[src/rtl/twdl_seq_ctrl_if.sv]
// Bundles the configuration, butterfly and twiddle-index signals of the twiddle sequencer.
// The err_cnt signal is present only when TWDL_SEQ_ERRCNT_EN is defined.
interface twdl_seq_ctrl_if #(
  parameter int wNum = 12,
  parameter int wQuo = 20,
  parameter int wBlk = 10
);
  logic            cfg_val;
  logic [2:0]      cfg_factor;
  logic [wNum-1:0] cfg_demontr;
  logic [wNum-1:0] cfg_bpb;
  logic [wBlk-1:0] cfg_nblk;
  logic [wQuo-1:0] cfg_q_step;
  logic [wNum-1:0] cfg_r_step;
  logic            bfly_val;

  logic [2:0]      factor;
  logic            twdl_sop;
  logic            twdl_val;
  logic [wNum-1:0] twdl_numrtr_1;
  logic [wNum-1:0] twdl_demontr;
  logic [wQuo-1:0] twdl_quotient;
  logic [wNum-1:0] twdl_remainder;
  logic            busy;
  logic            done;
  logic            cfg_err;
`ifdef TWDL_SEQ_ERRCNT_EN
  logic [7:0]      err_cnt;
`endif

  // Upstream side: drives configuration and butterfly strobes, observes the twiddle stream.
  modport master (
    output cfg_val, cfg_factor, cfg_demontr, cfg_bpb, cfg_nblk, cfg_q_step, cfg_r_step,
    output bfly_val,
    input  factor, twdl_sop, twdl_val, twdl_numrtr_1, twdl_demontr, twdl_quotient,
    input  twdl_remainder, busy, done, cfg_err
`ifdef TWDL_SEQ_ERRCNT_EN
    , input err_cnt
`endif
  );

  modport slave (
    input  cfg_val, cfg_factor, cfg_demontr, cfg_bpb, cfg_nblk, cfg_q_step, cfg_r_step,
    input  bfly_val,
    output factor, twdl_sop, twdl_val, twdl_numrtr_1, twdl_demontr, twdl_quotient,
    output twdl_remainder, busy, done, cfg_err
`ifdef TWDL_SEQ_ERRCNT_EN
    , output err_cnt
`endif
  );
endinterface

[src/rtl/twdl_seq_ctrl.sv]
// Twiddle-stage sequencer: walks butterfly index j and computes j*2^20/D incrementally.
// Optional ignored-butterfly counter err_cnt is enabled by defining TWDL_SEQ_ERRCNT_EN.
module twdl_seq_ctrl #(
  parameter int wNum = 12,
  parameter int wQuo = 20,
  parameter int wBlk = 10
) (
  input  logic           clk,
  input  logic           rst_n,
  twdl_seq_ctrl_if.slave bus
);

  typedef enum logic [1:0] {IDLE, ARMED, RUN, DONE} state_t;

  state_t          state;
  logic [2:0]      factor_q;
  logic [wNum-1:0] dem_q;
  logic [wNum-1:0] bpb_q;
  logic [wNum-1:0] rstep_q;
  logic [wQuo-1:0] qstep_q;
  logic [wBlk-1:0] nblk_q;

  logic [wNum-1:0] j_cnt;
  logic [wNum-1:0] r_acc;
  logic [wQuo-1:0] q_acc;
  logic [wBlk-1:0] blk_cnt;

  logic            factor_ok;
  logic            accept;
  logic            last_j;
  logic            last_blk;
  logic [wNum:0]   r_sum;
  logic            r_wrap;
  logic [wNum-1:0] r_next;
  logic [wQuo-1:0] q_next;

  // The remainder sum is one bit wider so r + r_step never truncates before the compare with D.
  always_comb begin
    factor_ok = (bus.cfg_factor == 3'd2) || (bus.cfg_factor == 3'd3) ||
                (bus.cfg_factor == 3'd4) || (bus.cfg_factor == 3'd5);
    accept    = bus.bfly_val && ((state == ARMED) || (state == RUN));
    last_j    = (j_cnt == bpb_q - wNum'(1));
    last_blk  = (blk_cnt == nblk_q - wBlk'(1));
    r_sum     = {1'b0, r_acc} + {1'b0, rstep_q};
    r_wrap    = (r_sum >= {1'b0, dem_q});
    r_next    = r_wrap ? wNum'(r_sum - {1'b0, dem_q}) : r_sum[wNum-1:0];
    q_next    = q_acc + qstep_q + wQuo'(r_wrap);
  end

  always_ff @(posedge clk) begin
    if (!rst_n) begin
      state              <= IDLE;
      factor_q           <= '0;
      dem_q              <= '0;
      bpb_q              <= '0;
      rstep_q            <= '0;
      qstep_q            <= '0;
      nblk_q             <= '0;
      j_cnt              <= '0;
      r_acc              <= '0;
      q_acc              <= '0;
      blk_cnt            <= '0;
      bus.factor         <= '0;
      bus.twdl_sop       <= 1'b0;
      bus.twdl_val       <= 1'b0;
      bus.twdl_numrtr_1  <= '0;
      bus.twdl_demontr   <= '0;
      bus.twdl_quotient  <= '0;
      bus.twdl_remainder <= '0;
      bus.busy           <= 1'b0;
      bus.done           <= 1'b0;
      bus.cfg_err        <= 1'b0;
`ifdef TWDL_SEQ_ERRCNT_EN
      bus.err_cnt        <= '0;
`endif
    end else begin
      bus.twdl_val <= 1'b0;
      bus.twdl_sop <= 1'b0;
      bus.done     <= 1'b0;

      if (bus.bfly_val && !accept) begin
        bus.cfg_err <= 1'b1;
`ifdef TWDL_SEQ_ERRCNT_EN
        if (bus.err_cnt != 8'hFF) begin
          bus.err_cnt <= bus.err_cnt + 8'd1;
        end
`endif
      end

      case (state)
        IDLE: begin
          if (bus.cfg_val) begin
            if (factor_ok) begin
              factor_q <= bus.cfg_factor;
              dem_q    <= bus.cfg_demontr;
              bpb_q    <= bus.cfg_bpb;
              nblk_q   <= bus.cfg_nblk;
              qstep_q  <= bus.cfg_q_step;
              rstep_q  <= bus.cfg_r_step;
              j_cnt    <= '0;
              r_acc    <= '0;
              q_acc    <= '0;
              blk_cnt  <= '0;
              bus.busy <= 1'b1;
              state    <= ARMED;
            end else begin
              bus.cfg_err <= 1'b1;
            end
          end
        end

        // Emit the current indices, then step to the next butterfly or wrap at block end.
        ARMED, RUN: begin
          if (bus.bfly_val) begin
            bus.twdl_val       <= 1'b1;
            bus.twdl_sop       <= (state == ARMED);
            bus.twdl_numrtr_1  <= j_cnt;
            bus.twdl_quotient  <= q_acc;
            bus.twdl_remainder <= r_acc;
            bus.twdl_demontr   <= dem_q;
            bus.factor         <= factor_q;
            state              <= RUN;
            if (last_j) begin
              j_cnt   <= '0;
              r_acc   <= '0;
              q_acc   <= '0;
              blk_cnt <= blk_cnt + wBlk'(1);
              if (last_blk) begin
                bus.busy <= 1'b0;
                state    <= DONE;
              end
            end else begin
              j_cnt <= j_cnt + wNum'(1);
              r_acc <= r_next;
              q_acc <= q_next;
            end
          end
        end

        DONE: begin
          bus.done <= 1'b1;
          state    <= IDLE;
        end

        default: begin
          state <= IDLE;
        end
      endcase
    end
  end

endmodule

[src/flat_wrapper.sv]
// flat-port wrapper written by rule: the top's interface ports become plain ports
module twdl_seq_ctrl_flat 
#(
  parameter int wNum = 12,
  parameter int wQuo = 20,
  parameter int wBlk = 10
)
  (clk, rst_n, bus_cfg_val, bus_cfg_factor, bus_cfg_demontr, bus_cfg_bpb, bus_cfg_nblk, bus_cfg_q_step, bus_cfg_r_step, bus_bfly_val, bus_factor, bus_twdl_sop, bus_twdl_val, bus_twdl_numrtr_1, bus_twdl_demontr, bus_twdl_quotient, bus_twdl_remainder, bus_busy, bus_done, bus_cfg_err);
  twdl_seq_ctrl_if #(.wNum(wNum), .wQuo(wQuo), .wBlk(wBlk)) bus_i ();
  input  logic clk;
  input  logic rst_n;
  input wire logic [$bits(bus_i.cfg_val)-1:0] bus_cfg_val;
  input wire logic [$bits(bus_i.cfg_factor)-1:0] bus_cfg_factor;
  input wire logic [$bits(bus_i.cfg_demontr)-1:0] bus_cfg_demontr;
  input wire logic [$bits(bus_i.cfg_bpb)-1:0] bus_cfg_bpb;
  input wire logic [$bits(bus_i.cfg_nblk)-1:0] bus_cfg_nblk;
  input wire logic [$bits(bus_i.cfg_q_step)-1:0] bus_cfg_q_step;
  input wire logic [$bits(bus_i.cfg_r_step)-1:0] bus_cfg_r_step;
  input wire logic [$bits(bus_i.bfly_val)-1:0] bus_bfly_val;
  output wire logic [$bits(bus_i.factor)-1:0] bus_factor;
  output wire logic [$bits(bus_i.twdl_sop)-1:0] bus_twdl_sop;
  output wire logic [$bits(bus_i.twdl_val)-1:0] bus_twdl_val;
  output wire logic [$bits(bus_i.twdl_numrtr_1)-1:0] bus_twdl_numrtr_1;
  output wire logic [$bits(bus_i.twdl_demontr)-1:0] bus_twdl_demontr;
  output wire logic [$bits(bus_i.twdl_quotient)-1:0] bus_twdl_quotient;
  output wire logic [$bits(bus_i.twdl_remainder)-1:0] bus_twdl_remainder;
  output wire logic [$bits(bus_i.busy)-1:0] bus_busy;
  output wire logic [$bits(bus_i.done)-1:0] bus_done;
  output wire logic [$bits(bus_i.cfg_err)-1:0] bus_cfg_err;
  assign bus_i.cfg_val = bus_cfg_val;
  assign bus_i.cfg_factor = bus_cfg_factor;
  assign bus_i.cfg_demontr = bus_cfg_demontr;
  assign bus_i.cfg_bpb = bus_cfg_bpb;
  assign bus_i.cfg_nblk = bus_cfg_nblk;
  assign bus_i.cfg_q_step = bus_cfg_q_step;
  assign bus_i.cfg_r_step = bus_cfg_r_step;
  assign bus_i.bfly_val = bus_bfly_val;
  assign bus_factor = bus_i.factor;
  assign bus_twdl_sop = bus_i.twdl_sop;
  assign bus_twdl_val = bus_i.twdl_val;
  assign bus_twdl_numrtr_1 = bus_i.twdl_numrtr_1;
  assign bus_twdl_demontr = bus_i.twdl_demontr;
  assign bus_twdl_quotient = bus_i.twdl_quotient;
  assign bus_twdl_remainder = bus_i.twdl_remainder;
  assign bus_busy = bus_i.busy;
  assign bus_done = bus_i.done;
  assign bus_cfg_err = bus_i.cfg_err;
  twdl_seq_ctrl #(.wNum(wNum), .wQuo(wQuo), .wBlk(wBlk)) u_core (.clk(clk), .rst_n(rst_n), .bus(bus_i));
endmodule
[config.mk]
export PLATFORM = sky130hd
export DESIGN_NAME = twdl_seq_ctrl_flat
export DESIGN_NICKNAME = d
export VERILOG_FILES = /design/src/rtl/twdl_seq_ctrl_if.sv /design/src/rtl/twdl_seq_ctrl.sv /design/src/flat_wrapper.sv
export SDC_FILE = /design/constraint.sdc
export NUM_CORES = 1
export LEC_CHECK = 0
export ABC_AREA = 0
export BUFFER_PORTS_ARGS = -buffer_cell sky130_fd_sc_hd__buf_2
export CAP_MARGIN = 20
export CORE_AREA = 2 2 158 160
export CTS_CLUSTER_DIAMETER = 50
export DETAILED_ROUTE_END_ITERATION = 8
export DIE_AREA = 0 0 160 162
export MAX_ROUTING_LAYER = met4
export PLACE_DENSITY_LB_ADDON = 0.25
export SETUP_SLACK_MARGIN = 0.15
export SLEW_MARGIN = 0
export SYNTH_ARGS = -nofsm -noshare
export SYNTH_HDL_FRONTEND = slang
export SYNTH_SLANG_ARGS = --single-unit
[constraint.sdc]
create_clock -name clk -period 16.4 [get_ports clk]
set_input_delay 0.82 -clock clk [delete_from_list [all_inputs] [get_ports clk]]
set_output_delay 0.82 -clock clk [all_outputs]
set_load 0.03 [all_outputs]
Word-level counts from Yosys, hierarchy flattened

Cells that the tools add are included.

Register bits: 189
Input port bits: 73
Output and inout bits: 64
Word-level logic and storage cells: 99

Add/subtract/negate cells: 8
$lt $le $gt $ge: 1
Equality and inequality tests: 14
Multiplexer cells: 37
Reductions and logical operators: 18

Operator list:

| operator                                                               | count |
|---|---|
| 12-bit two-way mux                                                     | 7 |
| 20-bit two-way mux                                                     | 4 |
| 12-bit one-hot mux with 2 select lines                                 | 2 |
| 10-bit two-way mux                                                     | 4 |
| 20-bit one-hot mux with 2 select lines                                 | 1 |
| 20-bit by 1-bit adder with 20-bit output                               | 1 |
| 20-bit adder                                                           | 1 |
| 10-bit one-hot mux with 2 select lines                                 | 1 |
| 12-bit by 12-bit adder with 13-bit output                              | 1 |
| 13-bit by 12-bit >= comparator with 1-bit output                       | 1 |
| 12-bit by 1-bit adder with 12-bit output (second input constant)       | 1 |
| 12-bit equality test                                                   | 1 |
| 1-bit two-way mux                                                      | 12 |
| 12-bit by 1-bit subtractor with 12-bit output (second input constant)  | 1 |
| 12-bit subtractor                                                      | 1 |
| 10-bit by 1-bit adder with 10-bit output (second input constant)       | 1 |
| 10-bit equality test                                                   | 1 |
| 10-bit by 1-bit subtractor with 10-bit output (second input constant)  | 1 |
| 3-bit AND reduction                                                    | 3 |
| 2-bit two-way mux                                                      | 4 |
| 3-bit by 2-bit equality test with 1-bit output (second input constant) | 2 |
| 3-bit equality test (second input constant)                            | 2 |
| 2-bit by 1-bit != test with 1-bit output (second input constant)       | 3 |
| 2-bit one-hot mux with 3 select lines                                  | 1 |
| other kinds (14)                                                       | 21 |

Longest topological paths before layout

Gate-level depths: netlist (run 1).

Word-level depth: 9
Depth in mapped cells: 29
Gate-level depth less buffers: 26

Worst setup path after synthesis (run 1)

OpenSTA, ideal clock, no wires.

Kind: flip-flop to flip-flop
Start point: register u_core.r_acc[0]
End point: register u_core.q_acc[19]
Setup time: 0.062 ns
Arrival: 5.448 ns
Required time: 16.338 ns
Slack: 10.890 ns
Cell stages (with the launch flop): 28
Path buffers: 3
Clock period less this slack: 5.510 ns
Cells stage by stage: dfxtp_1 ha_1 inv_1 fa_1 nor2b_1 o21ai_1 a21oi_1 a211oi_1 o31ai_1 a21oi_1 xnor2_1 ha_1 clkbuf_1 a21o_1 a2111oi_0 and3_1 buf_2 buf_4 fa_1 nor2b_1 o31a_1 nor3_1 o21ai_1 a31oi_1 a211o_1 mux2_2 or4b_1 nand3b_1

Longest elaborated chain between the ends: 6

RTL lines:

| item                                             | line                 | text |
|---|---|---|
| from (decl)                                      | twdl_seq_ctrl.sv:24  | `logic [wNum-1:0] r_acc;` |
| from (signal assigned)                           | twdl_seq_ctrl.sv:134 | `r_acc <= r_next;` |
| 12-bit by 12-bit adder with 13-bit output        | twdl_seq_ctrl.sv:44  | `r_sum = {1'b0, r_acc} + {1'b0, rstep_q};` |
| 13-bit by 12-bit >= comparator with 1-bit output | twdl_seq_ctrl.sv:45  | `r_wrap = (r_sum >= {1'b0, dem_q});` |
| 20-bit by 1-bit adder with 20-bit output         | twdl_seq_ctrl.sv:47  | `q_next = q_acc + qstep_q + wQuo'(r_wrap);` |
| 20-bit two-way mux                               | twdl_seq_ctrl.sv:123 | `if (last_j) begin` |
| 20-bit two-way mux                               | twdl_seq_ctrl.sv:114 | `if (bus.bfly_val) begin` |
| 20-bit one-hot mux with 2 select lines           | twdl_seq_ctrl.sv:90  | `case (state)` |
| to (signal assigned)                             | twdl_seq_ctrl.sv:135 | `q_acc <= q_next;` |
| to (decl)                                        | twdl_seq_ctrl.sv:25  | `logic [wQuo-1:0] q_acc;` |

No other way between the ends. The select of a mux whose other input is x is not followed.
A chain may end at the register's enable or synchronous reset.

Final worst setup path (run 1)

Ends and elaborated chain as after synthesis.

==> results.yml, run 1 <==
floorplan:
  die-width_um: 160
  ios: 137
  coreArea_um2: 24100
  chipHeight_um: 162
  rows: 57
  initial_core_util_pct: 39.8
  die_area_um2: 25900
synthesis:
  yosys-mux-area-fraction_pct: 2.00
  synth_top_area_share_pct: 39.4
  synth_top_family_by_area: "simple AND/OR/NAND/NOR gates"
  ys.flop_type: "dfxtp_1"
  synthSimpleGateAreaFrac_pct: 22.9
  synthDistinctLibCells: 67
  synthXorXnorAreaFrac_pct: 6.74
  syn-num-nets: 1341
  synth.area.top_cells: "dfxtp_1 39%, nand2_1 12%, a21oi_1 8.6%"
  synthAdderAreaFrac_pct: 7.22
  synth_compound_area_share_pct: 17.1
  synth_area_leader_cell: "dfxtp_1"
  yosysWarnings: 0
  netlist_area_um2: 9600
  synth_edf_count: 0
  yosys-top-cells-count: "309 x nand2_1, 189 x dfxtp_1, 164 x a21oi_1, 57 x nor2_1, 49 x ha_1"
  synth.most_common_cell: "nand2_1"
  synthArstFlopShare_pct: 0
  yosysSeqAreaShare_pct: 39.4
  avgSynthCellArea_um2: 7.90
  synth-seq-cells: 189
  synthCells: 1215
clocking:
  post_cts_buffers: 0
  htree_levels: 4
  cts.clk_slew.worst_paths_ns: 0.07
  cts_tree: "built"
  clock_path_buffers: 2
  ctsHoldBuffers: 0
  cts_root_buf: "clkbuf_16"
  cts_made_buffers: 17
  clk_latency_ns: 0.44
  cts.repair.resized: 0
  clock-sinks: 189
placed_design:
  routabilityCongestion: 0.861
  io_buffers: 136
  dp_cells: 1621
  detailedPlacementHpwl_um: 16900
global_route:
  grt_first_pass_wirelength_um: 40600
  grt.total_usage_pct: 19.6
  grt_antenna_before_repair: 0
  grt_max_degree: 83
  overflow: 0
  grt_pass1_vias: 8123
run:
  drv_cap: 0
worst_setup_path:
  cp.required_ns: 16.77
  end_kind: "flop"
  critPathKind: "reg -> reg"
  reg2reg_slack_ns: 9.95
  start_kind: "flop"
  r2r-start: "u_core.r_acc[0]$_SDFFE_PN0P_"
  r2r-end: "u_core.q_acc[19]$_SDFFE_PN0P_"
  ff2ff_path_depth: 24
  cp_max_fo: 14
  crit_arrival_ns: 6.82
timing:
  hold_viol: 0
  rsz0062_at_grt: "false"
  finClkSkew_ns: 0.0131
  max_slew_margin_pct: 41.7
  slew_violations: 0
  setup_tns_ns: 0
  setup_viol: 0
  fin_crit_sh_pct: 39.3
  finalCriticalPeriod_ns: 6.45
  hold_ws_ns: 0.451
  fmax_ghz: 0.155
  worstMarginPinSlew_ns: 0.875
pwr:
  vdd_drop_max_mv: 0.0873
  comb_power_share_pct: 33.9
  swShare_pct: 36.0
  p_int_uw: 924
  power_leakage_uw: 0.00450
  clock_power_share_pct: 30.2
  p_seq_share_pct: 35.9
  switching_power_uw: 520
  power.density_nw_per_um2: 130
drt:
  wl_met2_um: 11100
  ant_nets: 0
  drc: 0
  top_layer: "met4"
  wl_met3_um: 956
  drtIter0Drc: 551
  met1_length_um: 11900
  firstDrtPassIters: 6
  viasPerCell: 5.14
  vias: 8485
  wl_per_cell_um: 14.7
  drt-total-wl_um: 24300
min_path:
  min_to: "u_core.bus.factor[2]$_SDFFE_PN0P_"
  hp-class: "reg -> reg"
  hold_depth: 2
  hp-start: "u_core.bus.factor[2]$_SDFFE_PN0P_"
finish:
  drive_gt1_share_pct: 14.5
  num_antenna_cells: 0
  nNetsFinal: 1442
  area_growth_pct: 15.5
  fillers: 2501
  instances_no_fill: 1652
outcome:
  status: "complete, no violations"
cells by family after synthesis:
| kind of cell | after synthesis |
|---|---|
| compound gates | 283 |
| buf+inv | 102 |
| xor+xnor | 73 |
| flops | 189 |
| mux | 19 |
| simple gates | 496 |
| fa+ha+maj | 53 |
cells in the final DEF, fill, tap and decap left out, drive strengths merged, types with 3 or more instances in the layout:
cell,synthesis,final
a21oi,164,164
or2,5,5
nor4,6,6
mux2i,18,18
clkinv,1,4
nand4,10,10
o21a,6,6
nand3b,8,8
nand2,309,309
dfxtp,189,189
fa,4,4
or3,11,11
and3,7,7
xor2,31,31
a211oi,4,4
ha,49,49
a31oi,6,6
nand3,26,26
bufinv,0,3
buf,13,143
o211ai,4,4
nor3,22,22
nor2b,14,14
and2,4,4
a211o,3,3
a21o,11,11
o31ai,4,4
inv,40,41
nor2,57,57
nand2b,10,10
xnor2,42,42
a22oi,12,12
clkbuf,47,22
o21ai,44,44
o311ai,4,4
routing by layer:
metal | up-vias | GRT usage (%)
li1 | 4326 | -
met1 | 3966 | 25.6
met2 | 170 | 31.3
met3 | 23 | 3.42
met4 | 0 | 5.73
met5 | - | -
area by class of cell:
type / instances / area [µm²] / area share [%]
clock buffers: 22 / 474 / 4.28
clock inverters: 9 / 136 / 1.23
inverters: 41 / 156 / 1.41
multi-input cells: 924 / 5390 / 48.7
flip-flops and latches: 189 / 3780 / 34.1
well taps: 324 / 405 / 3.66
repair buffers: 143 / 733 / 6.62
how the worst max path moves through the flow:
stage,startpoint,endpoint,cells past startpoint
final,u_core.r_acc[0]$_SDFFE_PN0P_,u_core.q_acc[19]$_SDFFE_PN0P_,24
after global routing,u_core.r_acc[0]$_SDFFE_PN0P_,u_core.q_acc[19]$_SDFFE_PN0P_,24
after CTS,u_core.r_acc[0]$_SDFFE_PN0P_,u_core.q_acc[19]$_SDFFE_PN0P_,24
after detailed placement,u_core.r_acc[0]$_SDFFE_PN0P_,u_core.q_acc[19]$_SDFFE_PN0P_,24
after global placement,u_core.r_acc[0]$_SDFFE_PN0P_,u_core.q_acc[19]$_SDFFE_PN0P_,24
after floorplan,u_core.r_acc[0]$_SDFFE_PN0P_,u_core.q_acc[19]$_SDFFE_PN0P_,27
power groups by stage:
stage	Combinational, µW	Sequential (µW)	Clock, µW
5_1_grt	552	523	464
3_5_place_dp	489	529	0
6_report	490	518	436
2_1_floorplan	380	530	0
3_3_place_gp	484	528	0
4_1_cts	493	519	443
metrics by stage:
stage,instance area (µm²),setup slack (ns),power [µW],utilization (%)
2_1_floorplan,9600,10.89,910,-
3_3_place_gp,10500,10.25,1010,43.4
3_5_place_dp,10500,10.04,1020,43.4
4_1_cts,11100,9.97,1450,46.0
5_1_grt,11100,9.48,1540,46.0
6_report,11100,9.95,1440,46.0
flip-flops by register name, summed over array words and instances (netlist names), 12 cells and up:
signal and flops:
u_core.rstep_q 12, u_core.bus.twdl_quotient 20, u_core.bus.twdl_remainder 12, u_core.bpb_q 12
u_core.j_cnt 12, u_core.r_acc 12, u_core.bus.twdl_demontr 12, u_core.dem_q 12
u_core.qstep_q 20, u_core.bus.twdl_numrtr_1 12, u_core.q_acc 20
worst max-delay path, stage by stage, from the launching register on:
cell	delay, ns
dfxtp_1	0.36
ha_1	0.18
inv_1	0.06
fa_1	0.40
nor2b_1	0.13
o21ai_1	0.10
a21oi_1	0.21
a211oi_1	0.10
o31ai_1	0.37
a21oi_1	0.15
xnor2_1	0.15
ha_1	0.39
a21o_1	0.19
a2111oi_0	0.35
and3_1	0.74
fa_1	0.37
nor2b_1	0.08
o31a_1	0.27
nor3_1	0.25
o21ai_1	0.17
a31oi_1	0.24
a211o_1	0.19
mux2_2	0.35
or4b_1	0.50
nand3b_1	0.09
Power figures use the tool's default switching activity.
==> run 2: changes to the inputs <==
clock period = 6.7 ns   (was 16.4 ns; I/O delays follow)
==> run 2 against run 1 <==
Net effect:
- largest power group unchanged
- critical path type unchanged
- core utilization rose by 0.093 points
- hold slack got worse by 0.32 ns
- combinational power rose by 150%
- sequential power rose by 150%
- global-route usage fell by 0.14 points
==> results.yml, run 2 (synthesis gave the netlist of run 1 again) <==
clocking:
  cts.repair.resized: 0
  clk_latency_ns: 0.44
  clock_path_buffers: 2
  cts.clk_slew.worst_paths_ns: 0.07
  cts_made_buffers: 17
  cts_tree: "built"
  cts_root_buf: "clkbuf_16"
  post_cts_buffers: 0
  ctsHoldBuffers: 0
  clock-sinks: 189
  htree_levels: 4
drt:
  vias: 8530
  firstDrtPassIters: 5
  drc: 0
  drtIter0Drc: 559
  wl_per_cell_um: 14.7
  drt-total-wl_um: 24300
  viasPerCell: 5.16
  ant_nets: 0
run:
  drv_cap: 0
pwr:
  p_seq_share_pct: 35.5
  power_leakage_uw: 0.00452
  clock_power_share_pct: 30.6
  vdd_drop_max_mv: 0.216
  p_int_uw: 2290
  p_total_uw: 3570
  switching_power_uw: 1280
  power.density_nw_per_um2: 322
  swShare_pct: 35.9
  comb_power_share_pct: 33.8
worst_setup_path:
  crit_arrival_ns: 6.20
  critPathKind: "reg -> reg"
  critical_path.startpoint: "u_core.r_acc[0]$_SDFFE_PN0P_"
  critPathSlowestCell: "fa_1"
  ff2ff_path_depth: 26
  end_kind: "flop"
  r2r-end: "u_core.q_acc[18]$_SDFFE_PN0P_"
  reg2reg_slack_ns: 0.86
  cpPeakStageDelay_ns: 0.43
  cp.required_ns: 7.06
  start_kind: "flop"
  r2r-start: "u_core.r_acc[0]$_SDFFE_PN0P_"
  cp_max_fo: 8
finish:
  final_common_cell: "nand2_1"
  num_antenna_cells: 0
  layout_common_cells: "308 x nand2_1, 189 x dfxtp_1, 164 x a21oi_1"
  reg_top3: "u_core.bus.twdl_quotient (20), u_core.q_acc (20), u_core.qstep_q (20)"
  area_growth_pct: 15.7
  design_area_um2: 11100
  nNetsFinal: 1443
  drive_gt1_share_pct: 14.7
global_route:
  overflow: 0
  grt_pass1_vias: 8007
  grt_first_pass_wirelength_um: 40200
  grt_antenna_before_repair: 0
  grt.total_usage_pct: 19.5
  grt_max_degree: 83
min_path:
  hp-class: "in -> reg"
  min_to: "u_core.qstep_q[13]$_SDFFE_PN0P_"
  hold_depth: 3
  hp-start: "bus_cfg_q_step[13]"
floorplan:
  initial_core_util_pct: 39.8
  coreArea_um2: 24100
  chipHeight_um: 162
  rows: 57
  die-width_um: 160
  die_area_um2: 25900
  ios: 137
outcome:
  status: "complete, no violations"
timing:
  setup_tns_ns: 0
  setup_viol: 0
  worstMarginPinSlew_ns: 0.872
  finClkSkew_ns: 0.0111
  fmax_ghz: 0.171
  max_slew_margin_pct: 41.9
  rsz0062_at_grt: "false"
  hold_viol: 0
  slew_violations: 0
  finalCriticalPeriod_ns: 5.84
  fin_crit_sh_pct: 87.2
placed_design:
  detailedPlacementHpwl_um: 17100
  io_buffers: 136
  routabilityCongestion: 0.883
  place_area_um2: 10500
run 2: cell types whose count changed in the layout (fill, tap and decap cells not counted):
cell        delta
inv_6          +4
bufinv_16      +1
clkbuf_8       -2
clkinv_4       -2
clkbuf_1       -2
clkinv_2       +2
clkinvlp_4     -1
buf_4          +1
run 2: worst max path at each step:
stage | endpoint | slack [ns] | depth (start not counted)
floorplan | u_core.q_acc[19]$_SDFFE_PN0P_ | 1.19 | 27
global placement | u_core.q_acc[18]$_SDFFE_PN0P_ | 1.14 | 26
detailed placement | u_core.q_acc[18]$_SDFFE_PN0P_ | 0.97 | 26
CTS | u_core.q_acc[19]$_SDFFE_PN0P_ | 0.90 | 24
finish | u_core.q_acc[18]$_SDFFE_PN0P_ | 0.86 | 26
global route | u_core.q_acc[18]$_SDFFE_PN0P_ | 0.47 | 26
run 2: area by class of cell:
type / count / area [µm²]
Clock buffer: 18 / 439
Clock inverter: 13 / 186
Fill cell: 2489 / 13000
Inverter: 41 / 156
Multi-Input combinational cell: 924 / 5390
Sequential cell: 189 / 3780
Tap cell: 324 / 405
Timing Repair Buffer: 144 / 741
run 2: routing by layer:
metal | track usage [%] | up-vias | share of wire (%)
met1 | 25.7 | 3984 | 48
met4 | 4.46 | 0 | 0.79
li1 | - | 4330 | -
met3 | 3.52 | 19 | 4.8
met2 | 31.2 | 197 | 46
met5 | - | - | 0
run 2: power groups by stage:
stage	sequential, µW	clock [µW]	combinational, µW
after floorplan	1300	0	931
after global routing	1280	1160	1360
after global placement	1290	0	1200
after detailed placement	1290	0	1200
final	1270	1090	1210
after CTS	1270	1120	1220
run 2: critical path: cells and delay by family, from the launching register on:
| family | cells | cell delay (ns) |
|---|---|---|
| adder cells (fa/ha/maj) | 5 | 1.88 |
| AO/OA/AOI/OAI | 13 | 2.39 |
| buffers and inverters | 1 | 0.07 |
| AND/OR/NAND/NOR | 5 | 0.75 |
| XOR/XNOR | 2 | 0.29 |
| flip-flops | 1 | 0.38 |
run 2: stage by stage:
stage	setup WS (ns)	hold WS (ns)	utilization, %	cells
after detailed placement	0.974	0.445	43.5	1622
after floorplan	1.19	0.432	-	1215
after CTS	0.903	0.116	46.1	1653
after global routing	0.470	0.121	46.1	1653
after global placement	1.14	0.439	43.5	1622
final	0.860	0.129	46.1	1653
